### src/rtl/tdpr_pkg.sv
// Shared defaults and the wrapping pointer increment used by the TDPR FIFO controller.
package tdpr_pkg;

    localparam int TDPR_ADDR_SIZE = 8;
    localparam int TDPR_DATA_SIZE = 8;

    // Advance a RAM pointer, wrapping at the (possibly non-power-of-two) depth.
    function automatic int unsigned ptr_inc(input int unsigned ptr, input int unsigned size);
        return (ptr == size - 1) ? 32'd0 : ptr + 32'd1;
    endfunction

endpackage

### src/rtl/tdpr_obuf.sv
// Two-entry FIFO-ordered output buffer; the head word is held in a register and drives o_data directly.
module tdpr_obuf #(
    parameter int DATA_SIZE = 8
) (
    input  logic                 clk,
    input  logic                 rst_n,
    input  logic                 i_cap,
    input  logic [DATA_SIZE-1:0] i_cap_data,
    input  logic                 i_pop,
    output logic [DATA_SIZE-1:0] o_data,
    output logic                 o_valid,
    output logic [1:0]           o_cnt
);

    logic [DATA_SIZE-1:0] r_head;
    logic [DATA_SIZE-1:0] r_tail;
    logic [1:0]           r_cnt;
    logic                 w_pop;

    assign w_pop = i_pop && (r_cnt != 2'd0);

    always_ff @(posedge clk or negedge rst_n) begin
        if (!rst_n) begin
            r_head <= '0;
            r_tail <= '0;
            r_cnt  <= 2'd0;
        end else begin
            case ({i_cap, w_pop})
                2'b10: begin
                    if (r_cnt == 2'd0) begin
                        r_head <= i_cap_data;
                    end else begin
                        r_tail <= i_cap_data;
                    end
                    r_cnt <= r_cnt + 2'd1;
                end
                2'b01: begin
                    r_head <= r_tail;
                    r_cnt  <= r_cnt - 2'd1;
                end
                2'b11: begin
                    // Count is unchanged; the new word lands behind whatever remains.
                    if (r_cnt == 2'd1) begin
                        r_head <= i_cap_data;
                    end else begin
                        r_head <= r_tail;
                        r_tail <= i_cap_data;
                    end
                end
                default: ;
            endcase
        end
    end

    assign o_data  = r_head;
    assign o_valid = (r_cnt != 2'd0);
    assign o_cnt   = r_cnt;

endmodule

### src/rtl/tdpr_fifo_ctrl.sv
// FIFO controller driving an external true-dual-port RAM (A = write, B = read) with a 2-word output buffer.
// Optional almost_full/almost_empty flags are built when TDPR_FIFO_ALMOST_EN is defined.
module tdpr_fifo_ctrl
    import tdpr_pkg::*;
#(
    parameter int ADDR_SIZE = TDPR_ADDR_SIZE,
    parameter int DATA_SIZE = TDPR_DATA_SIZE,
    parameter int RAM_SIZE  = 1 << ADDR_SIZE
`ifdef TDPR_FIFO_ALMOST_EN
    ,
    parameter int AF_THRESH = RAM_SIZE - 2,
    parameter int AE_THRESH = 2
`endif
) (
    input  logic                 clk,
    input  logic                 rst_n,
    input  logic                 wr_valid,
    output logic                 wr_ready,
    input  logic [DATA_SIZE-1:0] wr_data,
    output logic                 rd_valid,
    input  logic                 rd_ready,
    output logic [DATA_SIZE-1:0] rd_data,
    output logic                 en_a,
    output logic                 we_a,
    output logic [ADDR_SIZE-1:0] addr_a,
    output logic [DATA_SIZE-1:0] din_a,
    output logic                 en_b,
    output logic                 we_b,
    output logic [ADDR_SIZE-1:0] addr_b,
    input  logic [DATA_SIZE-1:0] dout_b,
    output logic [ADDR_SIZE+1:0] level
`ifdef TDPR_FIFO_ALMOST_EN
    ,
    output logic                 almost_full,
    output logic                 almost_empty
`endif
);

    typedef logic [ADDR_SIZE-1:0] ptr_t;
    typedef logic [ADDR_SIZE:0]   cnt_t;
    typedef logic [ADDR_SIZE+1:0] lvl_t;

    localparam cnt_t LP_RAM_SIZE = cnt_t'(RAM_SIZE);

    ptr_t       r_wptr;
    ptr_t       r_rptr;
    cnt_t       r_ram_cnt;
    logic       r_inflight;
    logic       w_push;
    logic       w_pop;
    logic       w_rd_issue;
    logic [1:0] w_obuf_cnt;
    logic [2:0] w_slots_used;

    assign wr_ready = (r_ram_cnt < LP_RAM_SIZE);
    // Held off while reset is asserted so port A stays idle even if the producer keeps wr_valid high.
    assign w_push   = wr_valid && wr_ready && rst_n;
    assign w_pop    = rd_valid && rd_ready;

    // A pop in the same cycle frees an output slot, which keeps streaming at one word per clock.
    assign w_slots_used = {1'b0, w_obuf_cnt} + {2'b00, r_inflight};
    assign w_rd_issue   = (r_ram_cnt != '0) && (w_slots_used < (3'd2 + {2'b00, w_pop}));

    assign en_a   = w_push;
    assign we_a   = w_push;
    assign addr_a = r_wptr;
    assign din_a  = wr_data;
    assign en_b   = w_rd_issue;
    assign we_b   = 1'b0;
    assign addr_b = r_rptr;

    always_ff @(posedge clk or negedge rst_n) begin
        if (!rst_n) begin
            r_wptr     <= '0;
            r_rptr     <= '0;
            r_ram_cnt  <= '0;
            r_inflight <= 1'b0;
        end else begin
            if (w_push) begin
                r_wptr <= ptr_t'(ptr_inc(32'(r_wptr), RAM_SIZE));
            end
            if (w_rd_issue) begin
                r_rptr <= ptr_t'(ptr_inc(32'(r_rptr), RAM_SIZE));
            end
            case ({w_push, w_rd_issue})
                2'b10:   r_ram_cnt <= r_ram_cnt + cnt_t'(1);
                2'b01:   r_ram_cnt <= r_ram_cnt - cnt_t'(1);
                default: ;
            endcase
            r_inflight <= w_rd_issue;
        end
    end

    tdpr_obuf #(
        .DATA_SIZE (DATA_SIZE)
    ) u_obuf (
        .clk        (clk),
        .rst_n      (rst_n),
        .i_cap      (r_inflight),
        .i_cap_data (dout_b),
        .i_pop      (w_pop),
        .o_data     (rd_data),
        .o_valid    (rd_valid),
        .o_cnt      (w_obuf_cnt)
    );

    assign level = lvl_t'(r_ram_cnt) + lvl_t'(r_inflight) + lvl_t'(w_obuf_cnt);

`ifdef TDPR_FIFO_ALMOST_EN
    lvl_t w_level_next;
    logic r_almost_full;
    logic r_almost_empty;

    // Moves between RAM, flight and buffer keep the total; only push and pop change it.
    assign w_level_next = level + lvl_t'(w_push) - lvl_t'(w_pop);

    always_ff @(posedge clk or negedge rst_n) begin
        if (!rst_n) begin
            r_almost_full  <= 1'b0;
            r_almost_empty <= 1'b1;
        end else begin
            r_almost_full  <= (w_level_next >= lvl_t'(AF_THRESH));
            r_almost_empty <= (w_level_next <= lvl_t'(AE_THRESH));
        end
    end

    assign almost_full  = r_almost_full;
    assign almost_empty = r_almost_empty;
`endif

endmodule
### config.mk
export PLATFORM = sky130hd
export DESIGN_NAME = tdpr_fifo_ctrl
export DESIGN_NICKNAME = d
export VERILOG_FILES = /design/src/rtl/tdpr_pkg.sv /design/src/rtl/tdpr_obuf.sv /design/src/rtl/tdpr_fifo_ctrl.sv
export SDC_FILE = /design/constraint.sdc
export NUM_CORES = 1
export LEC_CHECK = 0
export ABC_AREA = 1
export BUFFER_PORTS_ARGS = -buffer_cell sky130_fd_sc_hd__buf_2
export CAP_MARGIN = 20
export CELL_PAD_IN_SITES_DETAIL_PLACEMENT = 1
export CELL_PAD_IN_SITES_GLOBAL_PLACEMENT = 1
export CORE_MARGIN = 10
export CORE_UTILIZATION = 37
export CTS_BUF_LIST = sky130_fd_sc_hd__clkbuf_8
export DETAILED_ROUTE_END_ITERATION = 12
export MAX_ROUTING_LAYER = met4
export PLACE_DENSITY_LB_ADDON = 0.1
export SETUP_SLACK_MARGIN = 0.2
export SYNTH_ARGS = -nofsm -noshare
export SYNTH_HDL_FRONTEND = slang
export SYNTH_HIERARCHICAL = 1
export SYNTH_SLANG_ARGS = --single-unit
### constraint.sdc
create_clock -name clk -period 2.6 [get_ports clk]
set_clock_uncertainty 0.05 [all_clocks]
set_input_delay 0.13 -clock clk [delete_from_list [all_inputs] [get_ports clk]]
set_output_delay 0.13 -clock clk [all_outputs]
set_load 0.01 [all_outputs]
# After elaboration in Yosys (flattened, before gate mapping)
# Cells that the tools add are included.
classes:
  add_sub_neg: 10
  n_lt_le_gt_ge: 2
  eq_ne: 11
  muxes: 10
  reduce_logical: 14
ops:
  columns: ["op", "n"]
  rows:
  - ["two-way mux 8 bit", 6]
  - ["one-hot mux 8 bit (3 select lines)", 1]
  - ["one-hot mux 9 bit (2 select lines)", 1]
  - ["adder 8 x 1 -> 8 bit (second input constant)", 2]
  - ["equality test 8 bit (second input constant)", 2]
  - ["one-hot mux 8 bit (2 select lines)", 1]
  - ["adder 10 x 2 -> 10 bit", 1]
  - ["adder 9 x 1 -> 10 bit", 1]
  - ["adder 9 x 1 -> 9 bit (second input constant)", 1]
  - ["< comparator 9 bit (second input constant)", 1]
  - ["nonzero test 9 bit", 1]
  - ["subtractor 9 x 1 -> 9 bit (second input constant)", 1]
  - ["nonzero test 2 bit", 4]
  - ["equality test 2 x 1 -> 1 bit (second input constant)", 3]
  - ["equality test 2 bit (second input constant)", 3]
  - ["logical AND 1 bit", 5]
  - ["inequality test 2 bit (second input constant)", 2]
  - ["one-hot mux 2 bit (2 select lines)", 1]
  - ["adder 2 x 1 -> 3 bit", 1]
  - ["adder 2 x 1 -> 3 bit (first input constant)", 1]
  - ["< comparator 3 bit", 1]
  - ["AND reduction 3 bit", 1]
  - ["nonzero test 3 bit", 1]
  - ["adder 2 x 1 -> 2 bit (second input constant)", 1]
  - ["other kinds (4)", 4]
totals:
  register_bits: 44
  in_bits: 20
  output_inout_bits: 48
  wordCells: 54

# Longest topological paths before layout
# Gate-level depths: netlist (run 1).
logic_depth:
  ltp_word: 7
  mapped_depth: 18
  ltp_nobuf: 18

# By module
# The synthesis (run 1) kept the hierarchy.
by_module_without_submodules:
  columns: ["mod", "instances", "cells_per_inst", "area_each_um2", "seq_area_each_um2"]
  rows:
  - ["tdpr_fifo_ctrl", 1, 267, 2023.2, 650.6]
  - ["tdpr_obuf", 1, 127, 1037.2, 450.4]

# Least setup slack after synthesis (run 1)
# OpenSTA, ideal clock, no wires.
synth_path:
  path_kind: "flip-flop to flip-flop"
  startpoint: "reg u_obuf.r_cnt[1] (netlist: u_obuf/o_cnt[1])"
  endpoint: "reg r_ram_cnt[8]"
  arrival_time_ns: 2.643
  required_ns: 2.431
  path_slack_ns: -0.211
  stages_incl_launch_ff: 17
  path_buffers: 0
  path_cell_list: "dfrtp_1 > inv_1 > ha_1 > inv_2 > nand2_1 > inv_2 > nand2_1 > a21oi_2 > nand2_4 > inv_1 > ha_1 > ha_1 > or2_2 > nand3_1 > nand3_1 > nand3_1 > nand2_1"
synth_via:
  elab_chain_len: 7
  word_cells_on_any_way: 10
  cone_classes: "add/sub (2); order compare (1); eq/ne (2); mux (1); reduce/logical (4)"
synth_lines:
  columns: ["element", "line_no", "rtl"]
  rows:
  - ["start, declared", "tdpr_obuf.sv:17", "logic [1:0] r_cnt;"]
  - ["start signal, assigned", "tdpr_obuf.sv:35", "r_cnt <= r_cnt + 2'd1;"]
  - ["start signal, assigned", "tdpr_obuf.sv:39", "r_cnt <= r_cnt - 2'd1;"]
  - ["nonzero test 2 bit *", "tdpr_obuf.sv:56", "assign o_valid = (r_cnt != 2'd0);"]
  - ["named net rd_valid", "tdpr_fifo_ctrl.sv:20", "output logic rd_valid,"]
  - ["logical AND 1 bit *", "tdpr_fifo_ctrl.sv:58", "assign w_pop = rd_valid && rd_ready;"]
  - ["named net w_pop", "tdpr_fifo_ctrl.sv:50", "logic w_pop;"]
  - ["adder 2 x 1 -> 3 bit *", "tdpr_fifo_ctrl.sv:62", "assign w_rd_issue = (r_ram_cnt != '0) && (w_slots_used < (3'd2 + {2'b00, w_pop}));"]
  - ["< comparator 3 bit *", "tdpr_fifo_ctrl.sv:62", null]
  - ["logical AND 1 bit *", "tdpr_fifo_ctrl.sv:62", null]
  - ["named net en_b", "tdpr_fifo_ctrl.sv:27", "output logic en_b,"]
  - ["equality test 2 x 1 -> 1 bit or equality test 2 bit (tied branches)", "tdpr_fifo_ctrl.sv:85", "case ({w_push, w_rd_issue})"]
  - ["one-hot mux 9 bit (2 select lines) or nonzero test 2 bit (tied branches)", null, null]
  - ["end signal, assigned", "tdpr_fifo_ctrl.sv:86", "2'b10: r_ram_cnt <= r_ram_cnt + cnt_t'(1);"]
  - ["end signal, assigned", "tdpr_fifo_ctrl.sv:87", "2'b01: r_ram_cnt <= r_ram_cnt - cnt_t'(1);"]
  - ["end, declared", "tdpr_fifo_ctrl.sv:47", "cnt_t r_ram_cnt;"]
# The timed path passes the listed nets; every way through them passes the cells marked *.
# A chain may end at the register's enable or synchronous reset.

# Worst setup path after layout (run 1)
layout_path:
  startpoint: "reg u_obuf.r_cnt[0] (netlist: u_obuf/o_cnt[0])"
  endpoint: "out en_b"
layout_via:
  elab_chain_len: 5
  word_cells_on_any_way: 6
  cone_classes: "add/sub (2); order compare (1); reduce/logical (3)"
layout_lines:
  columns: ["element", "line_no"]
  rows:
  - ["nonzero test 2 bit", "tdpr_obuf.sv:56"]
  - ["logical AND 1 bit", "tdpr_fifo_ctrl.sv:58"]
  - ["adder 2 x 1 -> 3 bit", "tdpr_fifo_ctrl.sv:62"]
  - ["< comparator 3 bit *", "tdpr_fifo_ctrl.sv:62"]
  - ["logical AND 1 bit *", "tdpr_fifo_ctrl.sv:62"]
  - ["end, declared", "tdpr_fifo_ctrl.sv:27"]
# Mark *: on every way between the ends. The rest lies on a longest branch, timed or not.

==> results of run 1 <==
## final cells by class
type / count / area [um^2] / area share (%)
repair buffers: 83 / 534 / 13.5
inverters: 56 / 219 / 5.53
well taps: 105 / 131 / 3.32
clock buffers: 5 / 68.8 / 1.74
flip-flops and latches: 44 / 1100 / 27.9
clock inverters: 3 / 46.3 / 1.17
multi-input cells: 281 / 1860 / 46.9
## what timing repair did
item | in CTS | in global routing
hold buffers | 1 | 0
gates resized for setup | 20 | 19
setup buffers | 19 | 5
endpoints found under the setup margin | 8 | 9
endpoints found under the hold margin | 6 | 0
pin swaps | 21 | 19
## worst register-to-register path, stage by stage (launching register included)
cell and delay (ns):
dfrtp_2 0.46, ha_4 0.18, ha_4 0.27, a21oi_4 0.06
nand2_4 0.08, clkinvlp_4 0.10, ha_4 0.19, buf_6 0.14
ha_4 0.30, nand2_2 0.07, nor2_2 0.12, nand3_2 0.09
nand2_1 0.07, nand2_1 0.05, nand3_1 0.08, nand2_1 0.07
## layer usage
layer  vias to the layer above  part of all wire [%]  track usage [%]
met5                         -                     0                -
met4                         0                  0.56             2.60
met3                         4                   3.6             2.71
met2                        42                    53             25.9
met1                      1373                    43             16.9
li1                       1362                     -                -
## cells in the final DEF (no fill, tap or decap), types with 6 or more instances in the layout
cell type | synthesis | routed
nand2_1 | 132 | 118
buf_2 | 1 | 49
inv_1 | 49 | 44
dfrtp_1 | 44 | 42
nand3_1 | 34 | 30
buf_4 | 10 | 27
nand2_2 | 10 | 22
nor2_1 | 17 | 14
o21ai_2 | 14 | 14
xnor2_1 | 10 | 10
ha_1 | 20 | 10
ha_4 | 0 | 10
inv_2 | 5 | 8
xor2_1 | 8 | 8
nor2_2 | 4 | 6
## cell families after synthesis
logic type / Yosys count / share of synthesized area, %
other: 1 / 0.123
DFF: 44 / 36.0
and+or+nand+nor: 210 / 30.7
xor gates and xnor gates: 18 / 5.15
AOI/OAI and AO/OA: 29 / 7.03
adders and majority gates: 23 / 10.1
buffers and inverters: 69 / 10.9
## registers in the layout, summed over array words and instances (netlist names)
signal / flops
r_inflight: 1
addr_a: 8
u_obuf/o_data: 8
r_ram_cnt: 9
addr_b: 8
u_obuf/r_tail: 8
u_obuf/o_cnt: 2
## worst max path at each step
stage,cells after the start,to,start,slack [ns]
global route,15,r_ram_cnt[8]$_DFFE_PN0P_,u_obuf/o_cnt[0]$_DFFE_PN0P_,0.02
global placement,14,r_ram_cnt[6]$_DFFE_PN0P_,u_obuf/o_cnt[0]$_DFFE_PN0P_,0.11
CTS,15,r_ram_cnt[8]$_DFFE_PN0P_,u_obuf/o_cnt[0]$_DFFE_PN0P_,0.17
finish,12,en_b,u_obuf/o_cnt[0]$_DFFE_PN0P_,0.12
detailed placement,13,r_ram_cnt[5]$_DFFE_PN0P_,u_obuf/o_cnt[0]$_DFFE_PN0P_,0.04
floorplan,16,r_ram_cnt[6]$_DFFE_PN0P_,u_obuf/o_cnt[1]$_DFFE_PN0P_,0.12
## metrics by stage
step	hold WS, ns	area, um^2	std cells	utilization (%)
after floorplan	-0.216	3190	394	-
after global placement	0.210	3510	544	43.2
after detailed placement	0.210	3510	544	43.2
after CTS	0.0166	3860	572	47.5
after global routing	0.0210	3960	577	48.7
final	0.0315	3960	577	48.7
==> flow_summary.ini, run 1 <==
[status]
status = finished clean

[worst_hold_path]
holdPathEnd = u_obuf/r_tail[5]$_DFFE_PN0P_
hold_path_class = input pin to flop
hold_start = dout_b[5]
holdPathStages = 3

[yosys]
async_reset_ff_share_pct = 100
ys.flop_type = dfrtp_1
yosysWarnings = 6
yosysSeqAreaShare_pct = 36.0
synthCells = 394
synth_edf_count = 0
yosysTopAreaCell = dfrtp_1
synthTopCellsByCount = 132 x nand2_1, 49 x inv_1, 44 x dfrtp_1
synth_area_per_cell_um2 = 7.77
ys_types = 33
yosysTopAreaCellShare_pct = 36.0
ys_top_cells_by_area = dfrtp_1 36%, nand2_1 16%, ha_1 8.2%
synth.net_count = 437
synth_seq_cells = 44
synth.most_common_cell = nand2_1
netlist_area_um2 = 3060

[clocking]
tritoncts = done
clock_latency_ns = 0.30
clk_pin_slew_ns = 0.09
cts-root-buf = clkbuf_8
cts-buffers-inserted = 5
numClockSinks = 44
cts.path.max_buffers = 2
h-tree-depth = 2

[worst_setup_path]
cp_slowest_stage_delay_ns = 0.46
path_buf_inv = 8
crit_slowest_cell = dfrtp_2
critPathRequiredTime_ns = 2.42
worstPathMaxFanout = 4
cp-start-kind = flop
end_kind = output port
crit_path_frequent_cell = buf_4
rr_startpoint = u_obuf/o_cnt[0]$_DFFE_PN0P_
reg2reg_slack_ns = 0.13
path_cells = ha_4 -> ha_4 -> a21oi_4 -> nand2_4 -> clkinvlp_4 -> buf_4 -> buf_6 -> buf_4 -> buf_4 -> buf_4 -> buf_6 -> buf_6
crit_type = flop to output port
r2r_cells = 15
path_delay_family = buffers and inverters
crit-reg2reg-capture = r_ram_cnt[8]$_DFFE_PN0P_
worst-endpoint-arrival_ns = 2.30

[sta]
clock.fmax_mhz = 402
fin_tns_setup_ns = 0
rsz0062_at_grt = true
drv_slew = 0
setup_ws_ns = 0.115
slew_headroom_pct = 60.2
worst-slew-pin-transition_ns = 0.597
finalCriticalPeriod_ns = 2.48
hold_viol_final = 0
setup_violations = 0
finalCritPeriodShare_pct = 95.6

[placement]
preCtsSetupSlack_ns = 0.0379
gp_congestion = 0.769
post-dp-hpwl_um = 6510
port_buffers = 50

[route]
via_per_inst = 4.82
ant_nets = 0
drtIter0Drc = 79
drc_errors = 0
routed_wirelength_um = 8760
wl_per_cell_um = 15.2
vias = 2781
firstDrtPassIters = 4

[cells_and_area]
fillers = 1015
num_antenna_cells = 0
drive_gt1_share_pct = 37.3
final_nets = 514
area_delta_synth_final_pct = 29.4

[die]
core_um2 = 8130
ioPinCount = 68
die-height_um = 111
dieArea_um2 = 12300
initial_core_util_pct = 37.6
core.rowCount = 33
die_w_um = 111

[global_route]
grt_pass1_wl_um = 15000
track_usage_pct = 14.6
antenna_found_initial = 0
globalRouteOverflowTotal = 0
grt_pass1_vias = 2950
grt_max_degree = 45

[flow_run]
drv_cap = 0
Power of run 1 is left out: the tool's default activity adds up to more than one toggle a clock period on the data nets, which glitch-free logic cannot reach.
==> run 2, diff against run 1 <==
- CORE_UTILIZATION: 37 -> 41
- GPL_TIMING_DRIVEN: not set -> 0
- clock period: 2.6 -> 2.8 ns (I/O delays scaled with it)
==> flow_summary.ini, run 2 (same netlist as run 1, synthesis figures left out) <==
[status]
status = finished clean

[sta]
clock.fmax_mhz = 386
rsz0062_at_grt = true
setup_violations = 0
hold_viol_final = 0
finalCriticalPeriod_ns = 2.59
finalCritPeriodShare_pct = 92.5
drv_slew = 0

[route]
vias = 2814
ant_nets = 0
routed_wirelength_um = 8870
wl_per_cell_um = 15.3
firstDrtPassIters = 4
drc_errors = 0
drtIter0Drc = 64
via_per_inst = 4.86

[cells_and_area]
layout_commonest_cell = nand2_1
fillers = 905
drive_gt1_share_pct = 36.3
final_nets = 522
stdcell_area_um2 = 3970
layout_common_cells = 127 x nand2_1, 59 x buf_2, 45 x inv_1
regMostFlops = r_ram_cnt
largest_reg_flops = 9
num_antenna_cells = 0
area_delta_synth_final_pct = 29.6

[clocking]
numClockSinks = 44
clk_pin_slew_ns = 0.10
cts-root-buf = clkbuf_8
tritoncts = done
clock_latency_ns = 0.30
cts.path.max_buffers = 2
h-tree-depth = 2
cts-buffers-inserted = 5

[worst_setup_path]
cp-start-kind = flop
worst-endpoint-arrival_ns = 2.75
path_buf_inv = 2
end_kind = flop
crit_slowest_cell = dfrtp_2
path_delay_family = adder cells
crit_type = flop to flop
cp_slowest_stage_delay_ns = 0.46
crit_path_frequent_cell = ha_4
path_cells = ha_4 -> ha_4 -> a21oi_4 -> nand2_4 -> clkinvlp_4 -> ha_4 -> buf_6 -> fa_2 -> nand2_2 -> nand2_4 -> nand3b_1 -> nand3_1 -> nand3_1 -> nand2_1
setup.worst_path.start = u_obuf/o_cnt[0]$_DFFE_PN0P_
worstPathMaxFanout = 6
rr_startpoint = u_obuf/o_cnt[0]$_DFFE_PN0P_
critPathRequiredTime_ns = 2.96

[placement]
port_buffers = 58
post-dp-hpwl_um = 6410
place_area_um2 = 3490
gp_congestion = 0.857

[global_route]
track_usage_pct = 15.5
globalRouteOverflowTotal = 0
grt_max_degree = 46
antenna_found_initial = 0
grt_pass1_wl_um = 14200
grt_pass1_vias = 3000

[die]
die-height_um = 106
ioPinCount = 68
core.rowCount = 31
die_w_um = 106
dieArea_um2 = 11300
initial_core_util_pct = 42.2
core_um2 = 7250

[worst_hold_path]
hold_start = dout_b[6]
hold_path_class = input pin to flop

[flow_run]
drv_cap = 0
[run 2: cell types whose count changed in the layout (fill, tap and decap cells not counted), sizes merged]
cell / previous run / this run
buf: 82 / 90
[run 2: tightest hold or removal path: stages]
cell and delay [ns]:
buf_2 0.11, inv_1 0.06, o21ai_2 0.06
[run 2: final timing paths]
check	slack, ns	to	cells after the start
max	0.21	r_ram_cnt[6]$_DFFE_PN0P_	14
min	0.04	u_obuf/r_tail[6]$_DFFE_PN0P_	3
max reg2reg	0.21	r_ram_cnt[6]$_DFFE_PN0P_	14
min reg2reg	0.43	u_obuf/o_data[6]$_DFFE_PN0P_	2
max in group asynchronous	1.95	r_inflight$_DFF_PN0_	4
min in group asynchronous	0.17	u_obuf/r_tail[1]$_DFFE_PN0P_	2
[run 2: metrics by stage]
stage	setup slack (ns)	instances	hold WS, ns	TNS (ns)	utilization (%)
finish	0.210	579	0.0410	0	54.7
global route	0.0817	579	0.0407	0	54.7
global placement	-0.0708	551	0.350	-0.235	48.1
floorplan	0.217	394	-0.206	0	-
CTS	0.200	565	0.0197	0	51.0
detailed placement	-0.141	551	0.354	-0.530	48.1
[run 2: cell type report]
cell class | count | area, um^2 | area share [%]
multi-input cells | 281 | 1800 | 45.5
flip-flops and latches | 44 | 1110 | 27.9
repair buffers | 78 | 475 | 12.0
inverters | 56 | 221 | 5.59
well taps | 99 | 124 | 3.12
plain buffers | 13 | 120 | 3.03
clock buffers | 5 | 68.8 | 1.74
clock inverters | 3 | 46.3 | 1.17
[run 2: per-layer routing]
metal / GRT usage [%] / routed length (um) / up-vias
met1: 17.2 / 3790 / 1358
li1: - / - / 1384
met2: 26.9 / 4490 / 59
met3: 3.74 / 395 / 13
met5: - / 0 / -
met4: 5.03 / 193 / 0
[run 2: what timing repair did]
action / in CTS / in global routing
setup buffers: 6 / 11
cloned: 0 / 0
hold buffers: 0 / 2
pin swaps: 4 / 25
resized for setup: 18 / 28
setup endpoints to repair: 9 / 8
endpoints found under the hold margin: 0 / 44
Power of run 2 is left out for the same reason.
